<file path="src/rtl/whack_round_ctrl.sv">
// Round controller for a five-mole whack game: asks the RNG for a target, lights the mole,
// judges the player's press or timeout, and tracks score and misses until the game ends.
module whack_round_ctrl #(
  parameter int ON_TICKS   = 25000000,
  parameter int GAP_TICKS  = 5000000,
  parameter int MAX_MISSES = 3
) (
  input  logic       clock,
  input  logic       reset,
  input  logic       start,
  input  logic [4:0] target,
  input  logic [4:0] buttons,
  output logic       generateEn,
  output logic [4:0] mole,
  output logic [7:0] score,
  output logic [3:0] misses,
  output logic       hit_pulse,
  output logic       miss_pulse,
  output logic       game_over,
  output logic       busy
);

  localparam int TICK_MAX = (ON_TICKS > GAP_TICKS) ? ON_TICKS : GAP_TICKS;
  localparam int TW       = $clog2(TICK_MAX + 1);

  localparam logic [TW-1:0] ON_LAST    = TW'(ON_TICKS - 1);
  localparam logic [TW-1:0] GAP_LAST   = TW'(GAP_TICKS - 1);
  localparam logic [TW-1:0] WAIT_LAST  = TW'(1);
  localparam logic [TW-1:0] TICK_ONE   = TW'(1);
  localparam logic [3:0]    MISS_LIMIT = 4'(MAX_MISSES);

  typedef enum logic [2:0] {
    IDLE,
    REQ,
    WAIT_TGT,
    SHOW,
    GAP,
    OVER
  } state_t;

  state_t        state;
  logic          start_q;
  logic [4:0]    buttons_prev;
  logic [4:0]    press;
  logic [4:0]    safe_target;
  logic          target_onehot;
  logic          round_hit;
  logic          round_miss;
  logic [TW-1:0] on_timer;
  logic [TW-1:0] gap_timer;

  assign press         = buttons & ~buttons_prev;
  assign target_onehot = (target != 5'd0) && ((target & (target - 5'd1)) == 5'd0);
  assign safe_target   = target_onehot ? target : 5'b00001;

  // A press always decides the round, even on the cycle the mole would otherwise time out.
  assign round_hit  = (state == SHOW) && (press != 5'd0) && (press == mole);
  assign round_miss = (state == SHOW) &&
                      (((press != 5'd0) && (press != mole)) ||
                       ((press == 5'd0) && (on_timer == ON_LAST)));

  // start is registered once before the FSM looks at it, which puts the mole four edges
  // after the edge that first samples start.
  always_ff @(posedge clock) begin
    if (reset) begin
      state        <= IDLE;
      start_q      <= 1'b0;
      buttons_prev <= 5'b11111;
      on_timer     <= '0;
      gap_timer    <= '0;
      mole         <= 5'd0;
      score        <= 8'd0;
      misses       <= 4'd0;
      generateEn   <= 1'b0;
      hit_pulse    <= 1'b0;
      miss_pulse   <= 1'b0;
      game_over    <= 1'b0;
      busy         <= 1'b0;
    end else begin
      start_q      <= start;
      buttons_prev <= buttons;
      generateEn   <= 1'b0;
      hit_pulse    <= round_hit;
      miss_pulse   <= round_miss;

      if (round_hit && (score != 8'hFF)) begin
        score <= score + 8'd1;
      end
      if (round_miss && (misses != 4'hF)) begin
        misses <= misses + 4'd1;
      end

      case (state)
        IDLE: begin
          if (start_q) begin
            state      <= REQ;
            generateEn <= 1'b1;
            busy       <= 1'b1;
          end
        end

        REQ: begin
          state     <= WAIT_TGT;
          gap_timer <= '0;
        end

        WAIT_TGT: begin
          if (gap_timer == WAIT_LAST) begin
            mole      <= safe_target;
            state     <= SHOW;
            on_timer  <= '0;
            gap_timer <= '0;
          end else begin
            gap_timer <= gap_timer + TICK_ONE;
          end
        end

        SHOW: begin
          if (round_hit || round_miss) begin
            mole      <= 5'd0;
            state     <= GAP;
            on_timer  <= '0;
            gap_timer <= '0;
          end else begin
            on_timer <= on_timer + TICK_ONE;
          end
        end

        GAP: begin
          if (gap_timer == GAP_LAST) begin
            gap_timer <= '0;
            if (misses >= MISS_LIMIT) begin
              state     <= OVER;
              game_over <= 1'b1;
              busy      <= 1'b0;
            end else begin
              state      <= REQ;
              generateEn <= 1'b1;
            end
          end else begin
            gap_timer <= gap_timer + TICK_ONE;
          end
        end

        OVER: begin
          if (start_q) begin
            score      <= 8'd0;
            misses     <= 4'd0;
            game_over  <= 1'b0;
            busy       <= 1'b1;
            generateEn <= 1'b1;
            state      <= REQ;
          end
        end

        default: begin
          state <= IDLE;
          mole  <= 5'd0;
          busy  <= 1'b0;
        end
      endcase
    end
  end

endmodule

</file>
<file path="config.mk">
export PLATFORM = sky130hd
export DESIGN_NAME = whack_round_ctrl
export DESIGN_NICKNAME = d
export VERILOG_FILES = /design/src/rtl/whack_round_ctrl.sv
export SDC_FILE = /design/constraint.sdc
export NUM_CORES = 1
export LEC_CHECK = 0
export ABC_CLOCK_PERIOD_IN_PS = 2400
export CAP_MARGIN = 20
export CORE_UTILIZATION = 42
export CTS_CLUSTER_DIAMETER = 100
export DETAILED_ROUTE_END_ITERATION = 8
export PLACE_DENSITY = 0.64
export REMOVE_ABC_BUFFERS = 1
export SLEW_MARGIN = 15
export SYNTH_ARGS = -nofsm -noshare
export SYNTH_HDL_FRONTEND = slang
export SYNTH_SLANG_ARGS = --single-unit
</file>
<file path="constraint.sdc">
create_clock -name clock -period 2.4 [get_ports clock]
set_clock_uncertainty 0.2 [all_clocks]
set_input_delay 0.24 -clock clock [delete_from_list [all_inputs] [get_ports clock]]
set_output_delay 0.24 -clock clock [all_outputs]
set_load 0.01 [all_outputs]
</file>
Word level (Yosys, flattened, before mapping)
Cells that the tools add are included.
- register bits: 81
- input port bits: 13
- output and inout port bits: 22
- word-level logic and storage cells: 104
- add/sub/neg operators: 5
- magnitude comparators: 1
- eq/ne operators: 18
- muxes and demuxes: 35
- bitwise gates (word level): 5
- reduce and logical (&&, ||, !) cells: 27
- operators with widths (cell ; number):
    25-bit 2-to-1 mux ; 5
    25-bit one-hot mux with 4 select lines ; 1
    25-bit by 1-bit adder with 25-bit output, second input constant ; 2
    25-bit one-hot mux with 2 select lines ; 1
    25-bit by 1-bit equality test with 1-bit output, second input constant ; 1
    25-bit by 23-bit equality test with 1-bit output, second input constant ; 1
    25-bit equality test, second input constant ; 1
    8-bit 2-to-1 mux ; 3
    3-bit 2-to-1 mux ; 5
    5-bit 2-to-1 mux ; 3
    3-bit one-hot mux with 5 select lines ; 1
    5-bit one-hot mux with 3 select lines ; 1
    4-bit 2-to-1 mux ; 3
    4-bit AND reduction ; 3
    5-bit AND ; 2
    5-bit logical NOT ; 2
    5-bit nonzero test ; 2
    1-bit 2-to-1 mux ; 9
    8-bit by 1-bit adder with 8-bit output, second input constant ; 1
    1-bit logical AND ; 8
    2-bit inequality test, second input constant ; 4
    8-bit inequality test, second input constant ; 1
    3-bit by 2-bit equality test with 1-bit output, second input constant ; 2
    3-bit equality test, second input constant ; 2
    other kinds (21) ; 27

Depth between registers and ports, before layout
- word-level depth: 10
- gate-level depth with buffers: 10
- depth with buffers taken out: 8

Least setup slack after synthesis
Ideal clock, no wire load.
- kind: reg-to-reg
- start point: register on_timer[7]
- end point: register gap_timer[22]
- library setup time: 0.070 ns
- data arrival time: 2.145 ns
- data required time: 2.130 ns
- path slack: -0.015 ns
- cell stages (with the launch flop): 8
- buffers on the path: 1
- clock period less this slack: 2.415 ns
- cells stage by stage: dfxtp_1 > or4_4 > nor4_4 > and3_1 > nor2_2 > buf_6 > or4_1 > a21oi_1
- cells in the longest elaborated chain, start to end: 7
- ends and longest elaborated chain (item ; line ; source):
    from (decl) ; 49 ; logic [TW-1:0] on_timer;
    from (signal assigned) ; 125 ; on_timer <= on_timer + TICK_ONE;
    25-bit equality test ; 60 ; ((press == 5'd0) && (on_timer == ON_LAST)));
    1-bit logical AND ; 60 ;
    1-bit logical OR ; 59 ; (((press != 5'd0) && (press != mole)) ||
    1-bit logical AND ; 58 ; assign round_miss = (state == SHOW) &&
    1-bit logical OR ; 119 ; if (round_hit || round_miss) begin
    2-bit by 1-bit inequality test with 1-bit output (no line) ; n/a ;
    2-bit AND reduction (no line) ; n/a ;
    to (signal assigned) ; 114 ; gap_timer <= gap_timer + TICK_ONE;
    to (signal assigned) ; 141 ; gap_timer <= gap_timer + TICK_ONE;
    to (decl) ; 50 ; logic [TW-1:0] gap_timer;
Every way passes these cells.
A chain may end at the register's enable or synchronous reset.

Final worst setup path
- start point: register on_timer[7]
- end point: register gap_timer[18]
The elaborated chain is that of the path after synthesis.

==> flow_summary.toml <==
[layout]
n_fill_cell = 809
nets = 680
instances_no_fill = 800
multiInputGateArea_um2 = 2890
final_util_pct = 63.2
syn2layout_area_growth_pct = 44.0
antenna_cells = 0
drive_gt1_share_pct = 29.4
seqCellArea_um2 = 1630

[setup_path]
cp_max_fo = 7
crit_chain = "or4_4, nor4_4, and3_4, nor2_4, buf_12, buf_12, or4_4, a21oi_2"
max_stage_delay_ns = 0.56
cpMaxStageDelayCell = "or4_4"
start_kind = "register"
crit_type = "reg -> reg"
worstPathArrival_ns = 2.72
cp-end-kind = "register"
worstPathRequired_ns = 2.50

[timing]
fmax_mhz = 381
fin_crit_sh_pct = 109
postLayoutSetupSlackWorst_ns = -0.226
finalSetupViolCount = 17
slew_violations = 0
relSlewSlack_pct = 55.0
rsz0062_at_grt = "yes"
hold_violations = 0
fin_crit_ns = 2.63
worst_pin_slew_ns = 0.666

[grt]
grt_pass1_wl_mm = 19.9
grt_pass1_vias = 4181
grt_max_degree = 23
grt_overflow = 0
track_usage_pct = 22.6
antenna_found_initial = 0

[floorplanning]
core_area_um2 = 9860
die-area_um2 = 10700
die_w_um = 104
pin_count = 35
die_h_um = 104
initial_core_util_pct = 43.9
row_count = 36

[synthesis]
synth-main-ff-cell = "dfxtp_1"
avgSynthCellArea_um2 = 8.09
ys_ff_latch = 81
synth_warnings = 0
syn_inst = 535
yosysSeqAreaShare_pct = 37.4
yosysUniqueCellTypes = 65
synth_edf_count = 0
netlist_area_um2 = 4330
async_reset_ff_share_pct = 0

[route]
num_vias = 4615
drc_errors = 0
antenna_left = 0
drt_wl_total_mm = 12.9
vias_per_cell = 5.77
post_drt_wl_per_cell_um = 16.1
drtIter0Drc = 328
dr.pass1.iters = 5

[clock_network]
cts_root_buf = "clkbuf_8"
cts_buffers = 9
cts_tree = "done"
cts.sinks = 81
clock_latency_ns = 0.36
cts.clk_slew.worst_paths_ns = 0.08
cts.path.max_buffers = 2
ctsHtreeMaxLevel = 3

[pwr]
power.total_uw = 2970
powerDensity_nw_per_um2 = 476
vdd_drop_max_mv = 0.268
leakage_uw = 0.00239

[run_status]
run_status = "complete, but fails checks"
violations = "negative setup slack"

[job]
maxCapViolations = 0

[min_path]
hold_path.class = "in -> reg"

[place]
port_buffers = 34
gp_congestion = 0.835
detailedPlace.worstSlack_ns = -0.346
post-dp-hpwl_mm = 8.56
place_inst = 762
## synth_stat cells (6+ instances only)
cell	count	area, um2
nor2_1	43	161
nand2_1	56	210
dfxtp_1	81	1620
nor4_1	12	75.1
or2_2	8	50.1
or3_1	8	50.1
a31oi_1	14	87.6
nand4_1	18	113
clkbuf_1	19	71.3
xor2_1	6	52.6
nor3_1	11	55.1
inv_1	11	41.3
nor2b_1	9	56.3
nand3_1	44	220
o21ai_0	18	90.1
xnor2_1	12	105
a21oi_1	25	125
and3_1	23	144
nand3b_1	6	45.0
a311oi_1	13	114
nand2b_1	7	43.8
a22o_1	6	52.6
## metrics by stage
step           cell area, um2  hold slack [ns]  setup TNS [ns]
3_3_place_gp             5400            0.249          -12.50
5_1_grt                  6240            0.272           -2.67
3_5_place_dp             5400            0.262          -14.81
6_report                 6240            0.260           -1.17
2_1_floorplan            4220            0.109          -15.85
4_1_cts                  5820            0.244           -1.10
## registers in the layout, summed over array words and instances (netlist names), 3 cells and up
| register | cells |
|---|---|
| gap_timer | 25 |
| mole | 5 |
| buttons_prev | 5 |
| score | 8 |
| on_timer | 25 |
| misses | 4 |
| state | 3 |
## logic make-up after synthesis
logic type / share of synthesized area, %
AO/OA/AOI/OAI: 18.9
multiplexers: 1.42
AND/OR/NAND/NOR: 33.7
adder cells (fa/ha/maj): 1.44
XOR/XNOR: 3.64
flip-flops: 37.4
buffers and inverters: 3.50
## area by class of cell
class / instances / area share (%)
clock buffer: 10 / 2.05
clock inverter: 6 / 1.32
inverter: 11 / 0.662
multi-input combinational: 418 / 46.4
sequential: 81 / 26.2
tap: 133 / 2.67
timing repair buffer: 141 / 20.7
## worst max-delay path, delay by kind of cell, from the launching register on
kind,cells,cell delay [ns]
simple gates,5,1.64
flops,1,0.33
buf+inv,2,0.24
compound gates,1,0.15
## report_power, final
part	internal, uW	switching [uW]	leakage, uW
registers	1360	22.7	0.000657
clock network	581	522	0.000106
logic	238	243	0.00163
total	2180	788	0.00239
## repair_timing
action,in CTS,in global routing
gates resized for setup,28,67
setup buffers,10,9
hold endpoints to repair,0,3
pin swaps,29,39
gates cloned,2,1
setup endpoints to repair,27,56
hold buffers,0,3
## layer usage
metal | share of wire (%) | global-route usage [%] | wire length (um) | vias to the layer above
met5 | 0 | 0 | 0 | -
met3 | 4.2 | 3.46 | 537 | 17
li1 | - | - | - | 2255
met1 | 45 | 29.0 | 5810 | 2226
met4 | 1.6 | 7.87 | 208 | 0
met2 | 49 | 38.7 | 6300 | 117
## worst paths after layout
kind / endpoint / cells after the start / from / slack, ns
hold / removal: buttons_prev[4] / 2 / buttons[4] / 0.26
hold reg to reg: game_over / 1 / game_over / 0.27
setup / recovery: gap_timer[18] / 8 / on_timer[7] / -0.23
setup reg to reg: gap_timer[18] / 8 / on_timer[7] / -0.23
## cells in the final DEF (no fill, tap or decap), drive strengths merged, types with 4 or more instances in the layout
master,n
nand4,18
inv,11
buf,103
clkbuf,11
a211oi,4
nand3,45
or4,5
xor2,6
a21oi,25
ha,5
xnor2,12
o21ai,19
or3,8
dfxtp,81
nor2b,9
a311oi,13
clkdlybuf4s50,31
mux2i,5
a31oi,14
and3,23
nand2b,7
a22o,6
nor4,14
a21o,4
nor2,44
nand2,56
nor3,12
and4,4
a221o,5
or2,8
nand3b,6
Note: power is estimated with default switching activity, not from simulation.
